`src/rtl/ramio_bridge.sv`:
```
// RAMIO slave bridge: turns byte/half/word core accesses into word-wide,
// byte-strobed memory requests and decodes a single LED register.
module ramio_bridge #(
  parameter logic [31:0] MEM_BYTES = 32'h0080_0000,
  parameter logic [31:0] LED_ADDR  = 32'hFFFF_FFFF,
  parameter int unsigned LED_WIDTH = 6
) (
  input  logic                 clk,
  input  logic                 rst_n,
  input  logic                 enable,
  input  logic [1:0]           write_type,
  input  logic [2:0]           read_type,
  input  logic [31:0]          address,
  input  logic [31:0]          data_in,
  output logic [31:0]          data_out,
  output logic                 data_out_ready,
  output logic                 busy,
  output logic                 err,
  output logic [LED_WIDTH-1:0] led,
  output logic                 mem_req,
  output logic                 mem_we,
  output logic [31:0]          mem_addr,
  output logic [3:0]           mem_wstrb,
  output logic [31:0]          mem_wdata,
  input  logic [31:0]          mem_rdata,
  input  logic                 mem_ack
);

  localparam logic [1:0] ST_IDLE = 2'd0;
  localparam logic [1:0] ST_MEM  = 2'd1;
  localparam logic [1:0] ST_IO   = 2'd2;

  localparam logic [1:0] SZ_BYTE = 2'b01;
  localparam logic [1:0] SZ_HALF = 2'b10;
  localparam logic [1:0] SZ_WORD = 2'b11;

  logic [1:0]           state_q, state_d;
  logic                 enable_q;
  logic                 busy_q, busy_d;
  logic                 err_q, err_d;
  logic [LED_WIDTH-1:0] led_q, led_d;
  logic [31:0]          data_out_q, data_out_d;
  logic                 dout_rdy_q, dout_rdy_d;
  logic                 mem_req_q, mem_req_d;
  logic                 mem_we_q, mem_we_d;
  logic [31:0]          mem_addr_q, mem_addr_d;
  logic [3:0]           mem_wstrb_q, mem_wstrb_d;
  logic [31:0]          mem_wdata_q, mem_wdata_d;
  logic [2:0]           rtype_q, rtype_d;
  logic [1:0]           off_q, off_d;
  logic                 io_rd_q, io_rd_d;
  logic                 io_err_q, io_err_d;
  logic [LED_WIDTH-1:0] io_wdata_q, io_wdata_d;

  logic                 is_wr_c;
  logic                 is_rd_c;
  logic [1:0]           size_c;
  logic                 misalign_c;
  logic                 is_led_c;
  logic                 bad_c;
  logic                 start_c;
  logic [3:0]           wstrb_c;
  logic [31:0]          wdata_c;
  logic [31:0]          rd_shift_c;
  logic [31:0]          rd_ext_c;

  // Request decode; a write always wins over a read.
  assign is_wr_c    = |write_type;
  assign is_rd_c    = |read_type[1:0];
  assign size_c     = is_wr_c ? write_type : read_type[1:0];
  assign misalign_c = ((size_c == SZ_HALF) && address[0]) ||
                      ((size_c == SZ_WORD) && (|address[1:0]));
  assign is_led_c   = (address == LED_ADDR);
  assign bad_c      = !is_led_c && (misalign_c || (address >= MEM_BYTES));
  assign start_c    = enable && !enable_q && !busy_q && (is_wr_c || is_rd_c);

  // Write lane steering.
  always_comb begin
    wstrb_c = 4'b0000;
    wdata_c = 32'h0;
    case (write_type)
      SZ_BYTE: begin
        wstrb_c = 4'b0001 << address[1:0];
        wdata_c = {4{data_in[7:0]}};
      end
      SZ_HALF: begin
        wstrb_c = address[1] ? 4'b1100 : 4'b0011;
        wdata_c = {2{data_in[15:0]}};
      end
      SZ_WORD: begin
        wstrb_c = 4'b1111;
        wdata_c = data_in;
      end
      default: ;
    endcase
  end

  // Read lane extraction and extension, using the offset captured at accept.
  always_comb begin
    rd_shift_c = mem_rdata >> {off_q, 3'b000};
    rd_ext_c   = 32'h0;
    case (rtype_q[1:0])
      SZ_BYTE: rd_ext_c = rtype_q[2] ? {{24{rd_shift_c[7]}}, rd_shift_c[7:0]}
                                     : {24'h0, rd_shift_c[7:0]};
      SZ_HALF: rd_ext_c = rtype_q[2] ? {{16{rd_shift_c[15]}}, rd_shift_c[15:0]}
                                     : {16'h0, rd_shift_c[15:0]};
      SZ_WORD: rd_ext_c = rd_shift_c;
      default: rd_ext_c = 32'h0;
    endcase
  end

  // Next-state and registered-output logic.
  always_comb begin
    state_d     = state_q;
    busy_d      = busy_q;
    err_d       = err_q;
    led_d       = led_q;
    data_out_d  = data_out_q;
    dout_rdy_d  = dout_rdy_q;
    mem_req_d   = mem_req_q;
    mem_we_d    = mem_we_q;
    mem_addr_d  = mem_addr_q;
    mem_wstrb_d = mem_wstrb_q;
    mem_wdata_d = mem_wdata_q;
    rtype_d     = rtype_q;
    off_d       = off_q;
    io_rd_d     = io_rd_q;
    io_err_d    = io_err_q;
    io_wdata_d  = io_wdata_q;

    case (state_q)
      ST_IDLE: begin
        if (start_c) begin
          dout_rdy_d = 1'b0;
          busy_d     = 1'b1;
          rtype_d    = read_type;
          off_d      = address[1:0];
          io_rd_d    = !is_wr_c;
          if (is_led_c) begin
            state_d    = ST_IO;
            io_err_d   = 1'b0;
            io_wdata_d = data_in[LED_WIDTH-1:0];
          end else if (bad_c) begin
            // Error accesses reuse the one-cycle IO path without touching memory.
            state_d  = ST_IO;
            io_err_d = 1'b1;
            err_d    = 1'b1;
          end else begin
            state_d     = ST_MEM;
            mem_req_d   = 1'b1;
            mem_we_d    = is_wr_c;
            mem_addr_d  = {address[31:2], 2'b00};
            mem_wstrb_d = is_wr_c ? wstrb_c : 4'b0000;
            mem_wdata_d = is_wr_c ? wdata_c : 32'h0;
          end
        end
      end
      ST_MEM: begin
        if (mem_ack) begin
          state_d   = ST_IDLE;
          mem_req_d = 1'b0;
          busy_d    = 1'b0;
          if (!mem_we_q) begin
            data_out_d = rd_ext_c;
            dout_rdy_d = 1'b1;
          end
        end
      end
      ST_IO: begin
        state_d = ST_IDLE;
        busy_d  = 1'b0;
        if (io_rd_q) begin
          data_out_d = io_err_q ? 32'h0 : 32'(led_q);
          dout_rdy_d = 1'b1;
        end else if (!io_err_q) begin
          led_d = io_wdata_q;
        end
      end
      default: begin
        state_d   = ST_IDLE;
        busy_d    = 1'b0;
        mem_req_d = 1'b0;
      end
    endcase
  end

  always_ff @(posedge clk or negedge rst_n) begin
    if (!rst_n) begin
      state_q     <= ST_IDLE;
      enable_q    <= 1'b0;
      busy_q      <= 1'b0;
      err_q       <= 1'b0;
      led_q       <= '0;
      data_out_q  <= 32'h0;
      dout_rdy_q  <= 1'b0;
      mem_req_q   <= 1'b0;
      mem_we_q    <= 1'b0;
      mem_addr_q  <= 32'h0;
      mem_wstrb_q <= 4'b0000;
      mem_wdata_q <= 32'h0;
      rtype_q     <= 3'b000;
      off_q       <= 2'b00;
      io_rd_q     <= 1'b0;
      io_err_q    <= 1'b0;
      io_wdata_q  <= '0;
    end else begin
      state_q     <= state_d;
      enable_q    <= enable;
      busy_q      <= busy_d;
      err_q       <= err_d;
      led_q       <= led_d;
      data_out_q  <= data_out_d;
      dout_rdy_q  <= dout_rdy_d;
      mem_req_q   <= mem_req_d;
      mem_we_q    <= mem_we_d;
      mem_addr_q  <= mem_addr_d;
      mem_wstrb_q <= mem_wstrb_d;
      mem_wdata_q <= mem_wdata_d;
      rtype_q     <= rtype_d;
      off_q       <= off_d;
      io_rd_q     <= io_rd_d;
      io_err_q    <= io_err_d;
      io_wdata_q  <= io_wdata_d;
    end
  end

  assign data_out       = data_out_q;
  assign data_out_ready = dout_rdy_q;
  assign busy           = busy_q;
  assign err            = err_q;
  assign led            = led_q;
  assign mem_req        = mem_req_q;
  assign mem_we         = mem_we_q;
  assign mem_addr       = mem_addr_q;
  assign mem_wstrb      = mem_wstrb_q;
  assign mem_wdata      = mem_wdata_q;

endmodule

```
`config.mk`:
```
export PLATFORM = sky130hd
export DESIGN_NAME = ramio_bridge
export DESIGN_NICKNAME = d
export VERILOG_FILES = /design/src/rtl/ramio_bridge.sv
export SDC_FILE = /design/constraint.sdc
export NUM_CORES = 1
export LEC_CHECK = 0
export CAP_MARGIN = 20
export CORE_MARGIN = 2
export CORE_UTILIZATION = 50
export CTS_BUF_LIST = sky130_fd_sc_hd__clkbuf_4 sky130_fd_sc_hd__clkbuf_8
export CTS_CLUSTER_SIZE = 10
export DETAILED_ROUTE_END_ITERATION = 10
export GPL_ROUTABILITY_DRIVEN = 0
export PLACE_DENSITY = 0.92
export SYNTH_ARGS = -nofsm -noshare
export SYNTH_HDL_FRONTEND = slang
export SYNTH_SLANG_ARGS = --single-unit
```
`constraint.sdc`:
```
create_clock -name clk -period 4.1 [get_ports clk]
set_clock_uncertainty 0.2 [all_clocks]
set_input_delay 0.82 -clock clk [delete_from_list [all_inputs] [get_ports clk]]
set_output_delay 0.82 -clock clk [all_outputs]
set_load 0.05 [all_outputs]
```
Word-level counts from Yosys, hierarchy flattened

Index checks and enable logic that the tools add are counted.

Order comparisons: 1
Equal/unequal tests: 17
Shift-type cells: 2
Muxes and demuxes: 33
Bitwise gates (word level): 5
Reduce and logical (&&, ||, !) cells: 30

Operators with widths:

| kind                   | number |
|---|---|
| $mux W32               | 6 |
| $pmux W32 S3           | 2 |
| $pmux W32 S2           | 1 |
| $eq A32 B32 Y1 const B | 1 |
| $ge A32 B24 Y1 const B | 1 |
| $shr A32 B5 Y32        | 1 |
| $eq A2 B2 Y1 const B   | 7 |
| $ne A2 B2 Y1 const B   | 6 |
| $pmux W4 S3            | 1 |
| $reduce_and A4 Y1      | 3 |
| $mux W1                | 11 |
| $mux W2                | 5 |
| $reduce_and A5 Y1      | 2 |
| $reduce_and A3 Y1      | 3 |
| $mux W4                | 2 |
| $eq A2 B1 Y1 const B   | 3 |
| $logic_and A1 B1 Y1    | 6 |
| $mux W6                | 1 |
| $pmux W1 S3            | 2 |
| $reduce_or A2 Y1       | 3 |
| $not A1 Y1             | 5 |
| $logic_not A1 Y1       | 4 |
| $pmux W2 S2            | 1 |
| $reduce_and A2 Y1      | 2 |
| other kinds (6)        | 9 |

Flip-flop bits (word level): 125
Bits of input ports: 105
Logic and storage cells: 105

Longest topological paths before layout

Gate-level depths: netlist (run 1).

Depth after elaboration: 11
Gate-level depth with buffers: 8

Worst setup path after synthesis (run 1)

Ideal clock, no wire load.

Path kind: in2reg
Start point: in write_type[1]
End point: reg mem_we_q, in the netlist mem_we
Library setup time: 0.128 ns
Data arrival time: 2.418 ns
Required time: 3.772 ns
Path slack: 1.354 ns
Cell stages on the path: 7
Path buffers: 3
Path through: clkbuf_1 > and2_1 > clkbuf_1 > o21ai_1 > nand4_1 > buf_2 > mux2_1

Cells in the longest elaborated chain, start to end: 9
Elaborated cells between the ends (all ways): 13
Those cells by class: eq/ne (2); mux (1); bitwise (1); reduce/logical (9)

RTL lines:

| element                                       | RTL line | text |
|---|---|---|
| from (decl)                                   | 11       | `input logic [1:0] write_type,` |
| $reduce_or A2 Y1                              | 68       | `assign is_wr_c = \|write_type;` |
| $mux W2                                       | 70       | `assign size_c = is_wr_c ? write_type : read_type[1:0];` |
| $eq A2 B2 Y1, on equally long branches        | 71, 72   |  |
| $logic_and A1 B1 Y1, on equally long branches | 71, 72   |  |
| $logic_or A1 B1 Y1                            | 71       | `assign misalign_c = ((size_c == SZ_HALF) && address[0]) \|\|` |
| $logic_or A1 B1 Y1                            | 74       | `assign bad_c = !is_led_c && (misalign_c \|\| (address >= MEM_BYTES));` |
| $logic_and A1 B1 Y1                           | 74       |  |
| $not A1 Y1 (no line)                          | -        |  |
| $reduce_and A4 Y1 (no line)                   | -        |  |
| to (signal assigned)                          | 215      | `mem_we_q <= mem_we_d;` |
| to (decl)                                     | 45       | `logic mem_we_q, mem_we_d;` |

Parallel ways exist; a longest one is shown, timed or not.
A chain may end at the register's enable or synchronous reset.

Worst setup path after layout (run 1)

Start point: in address[27]
End point: reg mem_wdata_q[17], in the netlist mem_wdata[17]

Cells in the longest elaborated chain, start to end: 5
Elaborated cells between the ends (all ways): 8
Those cells by class: order compare (1); eq/ne (1); bitwise (2); reduce/logical (4)

RTL lines:

| element                                                | RTL line | text |
|---|---|---|
| from (decl)                                            | 13       | `input logic [31:0] address,` |
| $ge A32 B24 Y1 or $eq A32 B32 Y1 (tied branches)       | 74, 73   |  |
| $logic_or A1 B1 Y1 or $logic_not A1 Y1 (tied branches) | 74       |  |
| $logic_and A1 B1 Y1                                    | 74       |  |
| $not A1 Y1 (no line)                                   | -        |  |
| $reduce_and A4 Y1 (no line) *                          | -        |  |
| to (signal assigned)                                   | 218      | `mem_wdata_q <= mem_wdata_d;` |
| to (decl)                                              | 48       | `logic [31:0] mem_wdata_q, mem_wdata_d;` |

Every way passes the cells marked *; elsewhere a longest branch is shown, timed or not.

==> reports/metrics.yaml, run 1 <==
clk_pin_slew_ns: 0.07
grt_max_degree: 86
numCtsBuffers: 17
post_drt_via_cell_ratio: 5.83
ys_ff_latch: 125
yosysUniqueCellTypes: 42
end_kind: "flip-flop"
wl_per_cell_um: 19.6
path_max_fanout: 16
remaining_drc_errors: 17
swShare_pct: 35.0
status: "complete, but fails checks"
cts_buffer_depth: 2
cts.sinks: 125
io_buffers: 213
tightestPinTransition_ns: 1.10
drtAntennaViolNets: 0
reg2reg_from: "state_q[0]"
arrival_ns: 3.26
syn-cell-area_um2: 5960
synth_edf_count: 0
p_leak_nw: 3.79
synth_common_cells: "dfrtp_1 (125), nand2_1 (48), mux2_1 (42), o21ai_0 (42), mux2_2 (28)"
r2r_slack_ns: 1.14
hold_path_class: "input port to asynchronous set/reset pin"
rr_endpoint: "mem_wdata[5]"
clock_latency_ns: 0.43
postCtsSetupBuffers: 0
fp.dieH_um: 113
htree_levels: 4
die_width_um: 113
ys_seq_area_share_pct: 52.5
final_cells: 881
tritoncts: "built"
setup_viol: 0
worst-setup-path-type: "input port to flip-flop"
clkPwrFrac_pct: 28.4
synth_most_common_cell: "dfrtp_1"
r2r_cells: 7
grt_pass1_vias: 5342
drive_above_1_share_pct: 11.2
ios: 216
p_int_mw: 2.33
ctsHoldBuffers: 0
grt-ovfl-total: 0
nets: 834
synth.yosys.warnings: 0
crit_slowest_cell: "nand4_1"
yosysTopAreaCell: "dfrtp_1"
dp.cells: 847
cts_resized: 0
dieArea_um2: 12800
start_kind: "input port"
area_growth_pct: 44.5
maxSlewHeadroom_pct: 26.1
finalWirelength_um: 17300
power_frac_seq_pct: 40.1
initialDrtViolationCount: 367
min_period_ns: 3.12
violations: "design-rule violations"
crit_chain: "clkdlybuf4s50_1, or4_1, nor4_4, nand4_1, o2bb2ai_1"
async_reset_ff_share_pct: 100
ys.flop_type: "dfrtp_1"
power_frac_comb_pct: 31.4
rsz0062_at_grt: "false"
vias: 5136
grt.total_usage_pct: 27.7
hold_violations: 0
min_period_over_period_pct: 76.2
max_freq_mhz: 320
start_util_pct: 51.7
setup_tns_ns: 0
postSynthCellCount: 517
antenna_found_initial: 0
drv_slew: 0
synth_top_area_share_pct: 52.5
drv_cap: 0
ir_drop_mv: 0.207
diodes: 0
grt_pass1_wl_um: 27600
synth_top_cells_by_area: "dfrtp_1 (53%), mux2_1 (7.9%), mux2_2 (5.3%)"
core_area_um2: 11500
syn_avg_cell_area_um2: 11.5
clockRootBuffer: "clkbuf_8"
slowest_delay_ns: 0.67
p_per_area_nw_per_um2: 415
crit_required_ns: 4.23
drtPass1Iterations: 8
switchingPower_mw: 1.25
dp_hpwl_um: 13000
rows: 39
[critical path, delay by kind of cell]
kind	cells	cell delay (ns)
AO/OA/AOI/OAI	1	0.38
AND/OR/NAND/NOR	3	1.63
buffers and inverters	1	0.43
[worst max-delay path by stage]
stage / end / start / cells after the start
final: mem_wdata[17] / address[27] / 5
after global routing: mem_wdata[30] / address[27] / 5
after CTS: mem_wdata[17] / address[27] / 5
after detailed placement: mem_wdata[30] / address[27] / 5
after global placement: mem_wdata[30] / address[27] / 5
after floorplan: mem_we / write_type[1] / 7
[cell type report]
class | count | area [um2]
sequential | 125 | 3130
fill | 762 | 2910
multi-input combinational | 350 | 2650
timing repair buffer | 224 | 2250
clock buffer | 19 | 249
tap | 143 | 179
clock inverter | 13 | 125
inverter | 7 | 26.3
[stage by stage]
stage / util (%) / setup slack, ns / area (um2) / total power [mW] / hold WS [ns]
floorplan: - / 1.35 / 5960 / 2.14 / 0.265
finish: 74.8 / 0.976 / 8610 / 3.58 / 0.102
global placement: 71.0 / 0.686 / 8180 / 2.50 / 0.243
global route: 74.8 / 0.858 / 8610 / 3.74 / 0.0983
CTS: 74.3 / 1.05 / 8550 / 3.54 / 0.285
detailed placement: 71.0 / 0.577 / 8180 / 2.53 / 0.270
[sequential cells by signal, indices dropped and copies added, names as in the netlist]
name            flops
led                 6
data_out_ready      1
state_q             2
mem_wstrb           4
enable_q            1
err                 1
mem_we              1
off_q               2
io_wdata_q          6
busy                1
io_err_q            1
io_rd_q             1
data_out           32
mem_addr           30
rtype_q             3
mem_wdata          32
mem_req             1
[power groups by stage]
stage	Clock [mW]	Combinational, mW	Sequential, mW
after global routing	1.09	1.20	1.45
after floorplan	0	0.618	1.53
final	1.02	1.12	1.43
after detailed placement	0	1.08	1.45
after CTS	1.03	1.09	1.43
after global placement	0	1.05	1.45
[metal layers]
metal  vias to the layer above  global-route usage [%]  part of all wire, %
met5                         -                       0                    0
met4                         0                    10.6                  2.3
met3                        31                    7.93                  9.8
met2                       321                    47.9                   50
met1                      2476                    32.9                   38
li1                       2308                       -                    -
[placed cells by master (no fill, tap or decap), types with 6 or more instances in the layout]
cell type,synthesis,final
dfrtp_1,125,125
o21ai_0,42,42
a32oi_1,8,8
a22oi_1,22,22
nand4_1,10,10
nor2_1,15,15
o2bb2ai_1,26,26
nand2_1,48,48
inv_1,7,7
and2_1,18,18
clkdlybuf4s50_1,0,212
mux2_1,42,42
clkbuf_8,0,17
mux4_2,6,6
clkinv_2,0,7
buf_4,3,10
mux2i_1,19,19
nor2b_1,9,9
a21oi_1,14,14
mux2_2,28,28
[logic make-up after synthesis]
kind of cell             after synthesis  synth area share [%]
buffers and inverters                 43                  3.09
other                                  1                0.0630
adder cells (fa/ha/maj)                4                 0.840
AND/OR/NAND/NOR                      123                  10.6
multiplexers                          95                  18.7
AO/OA/AOI/OAI                        126                  14.2
flip-flops                           125                  52.5
(Power assumes the default switching activity.)
==> run 2, diff against run 1 <==
CORE_UTILIZATION = 42   (was 50)
PLACE_DENSITY = 0.83   (was 0.92)
clock period = 2.65 ns   (was 4.1 ns; I/O delays follow)
==> run 2 against run 1 <==
Against the previous run: the run now ends clean; sequential share of layout area fell by 1.1 points; register-to-register slack worse by 1.0 ns; setup slack lost 0.86 ns; flip-flop and latch count unchanged; utilization is 11 points lower; total power is 55% higher; die area up 18%; count of clock-buffer cells in the layout increased by 5.
==> reports/metrics.yaml, run 2 (synthesis gave the netlist of run 1 again) <==
arrival_ns: 2.65  # was 3.26 ns
p_per_area_nw_per_um2: 623  # was 415 nW/um2
rows: 43  # was 39
dp_hpwl_um: 13300  # was 13000 um
setup_viol: 0  # unchanged
wl_per_cell_um: 18.6  # was 19.6 um
drv_cap: 0  # unchanged
end_kind: "flip-flop"  # unchanged
grt_pass1_wl_um: 27400  # was 27600 um
grt-ovfl-total: 0  # unchanged
reg2reg_from: "state_q[0]"  # unchanged
die_width_um: 123  # was 113 um
ios: 216  # unchanged
min_to: "err"
fin_util_pct: 64.0  # was 74.8%
diodes: 0  # unchanged
vias: 5139  # was 5136
hold_path_class: "flip-flop to flip-flop"  # was input port to asynchronous set/reset pin
r2r_cells: 8  # was 7
antenna_found_initial: 0  # unchanged
dp.cells: 908  # was 847
whs_path_depth: 1
ff_latch_area_um2: 3130  # unchanged
final_area_um2: 8890  # was 8610 um2
total_power_mw: 5.54  # was 3.58 mW
fp.dieH_um: 123  # was 113 um
final_cells: 942  # was 881
p_leak_nw: 3.95  # was 3.79 nW
area_growth_pct: 49.2  # was 44.5%
core_area_um2: 13900  # was 11500 um2
use_met2_pct: 39.5  # was 47.9%
clock_latency_ns: 0.43  # about the same
multi_input_area_um2: 2650  # about the same
tightestPinTransition_ns: 0.922  # was 1.10 ns
drtPass1Iterations: 6  # was 8
clockRootBuffer: "clkbuf_8"  # unchanged
min_period_over_period_pct: 95.7
max_freq_mhz: 394
status: "complete, no violations"  # was complete, but fails checks
n_fill_cell: 1095  # was 762
post_drt_via_cell_ratio: 5.46  # was 5.83
nets: 859  # was 834
final_common_cell: "clkdlybuf4s50_1"  # unchanged
grt.total_usage_pct: 23.8  # was 27.7%
crit_required_ns: 2.77  # was 4.23 ns
grt_max_degree: 51  # was 86
postPlaceCellArea_um2: 8440  # was 8180 um2
rsz0062_at_grt: "false"  # unchanged
drive_above_1_share_pct: 14.0  # was 11.2%
worstHoldStart: "err"
r2r_slack_ns: 0.14  # was 1.14 ns
grt_pass1_vias: 5278  # was 5342
hold_violations: 0  # unchanged
cts_buffer_depth: 2  # unchanged
io_buffers: 213  # unchanged
remaining_drc_errors: 0  # was 17
grt_util_met3_pct: 6.73  # was 7.93%
clk_pin_slew_ns: 0.07  # about the same
dieArea_um2: 15200  # was 12800 um2
htree_levels: 4  # unchanged
busiest_layer: "met2"  # unchanged
path_max_fanout: 26  # was 16
drtAntennaViolNets: 0  # unchanged
start_kind: "input port"  # unchanged
drv_slew: 0  # unchanged
ir_drop_mv: 0.289  # was 0.207 mV
numCtsBuffers: 17  # unchanged
cts.sinks: 125  # unchanged
maxSlewHeadroom_pct: 38.5  # was 26.1%
start_util_pct: 42.9  # was 51.7%
grt_util_met1_pct: 29.3  # was 32.9%
worst-setup-path-type: "input port to flip-flop"  # unchanged
initialDrtViolationCount: 397  # was 367
final_cell_mix: "clkdlybuf4s50_1 (212), dfrtp_1 (125), nand2_1 (48), o21ai_0 (42), mux2_1 (42)"  # unchanged
tritoncts: "built"  # unchanged
min_period_ns: 2.54
rr_endpoint: "mem_addr[15]"  # was mem_wdata[5]
finalWirelength_um: 17600  # was 17300 um
-- run 2: layout make-up --
cell class              instances  share of cell area, %
clock buffers                  24                   3.51
clock inverters                 7                  0.704
well taps                     180                   2.53
flip-flops and latches        125                   35.2
multi-input cells             350                   29.8
repair buffers                249                   27.9
inverters                       7                  0.296
-- run 2: layer usage --
metal  wire length [um]  vias up
met2               8530      273
met5                  0        -
met3               1680       36
met4                429        0
li1                   -     2359
met1               6920     2471
-- run 2: worst max-delay path by stage --
| stage | startpoint | end | slack [ns] | cells past startpoint |
|---|---|---|---|---|
| after floorplan | write_type[1] | mem_we | 0.19 | 7 |
| after global routing | off_q[0] | data_out[23] | 0.004 | 4 |
| after detailed placement | address[27] | mem_wdata[15] | -0.32 | 6 |
| after global placement | address[27] | mem_wdata[12] | -0.24 | 6 |
| after CTS | state_q[1] | mem_wdata[15] | 0.13 | 7 |
| final | address[27] | mem_addr[15] | 0.11 | 7 |
-- run 2: per-stage QoR --
step	setup TNS, ns	setup slack (ns)	hold slack, ns
after floorplan	0	0.194	0.0344
after global placement	-13.78	-0.239	0.242
after detailed placement	-18.45	-0.321	0.251
after CTS	0	0.133	0.266
after global routing	0	0.00351	0.283
final	0	0.115	0.266
-- run 2: what timing repair did --
action | 4_1_cts | 5_1_grt
hold endpoints to repair | 32 | 0
resized for setup | 0 | 7
buffers inserted | 0 | 1
hold buffers | 1 | 0
setup endpoints to repair | 0 | 50
-- run 2: power breakdown --
part / switching [mW] / leakage [nW] / internal [mW] / total, mW
Combinational: 1.00 / 2.03 / 0.766 / 1.77
Sequential: 0.189 / 1.72 / 2.03 / 2.22
Clock: 0.702 / 0.199 / 0.858 / 1.56
Total: 1.89 / 3.95 / 3.65 / 5.54
-- run 2: critical path, cell delays in order --
cell	delay [ns]
clkdlybuf4s50_1	0.41
or4_1	0.58
nor4_4	0.31
nand4_1	0.13
buf_4	0.18
buf_12	0.17
mux2_1	0.32
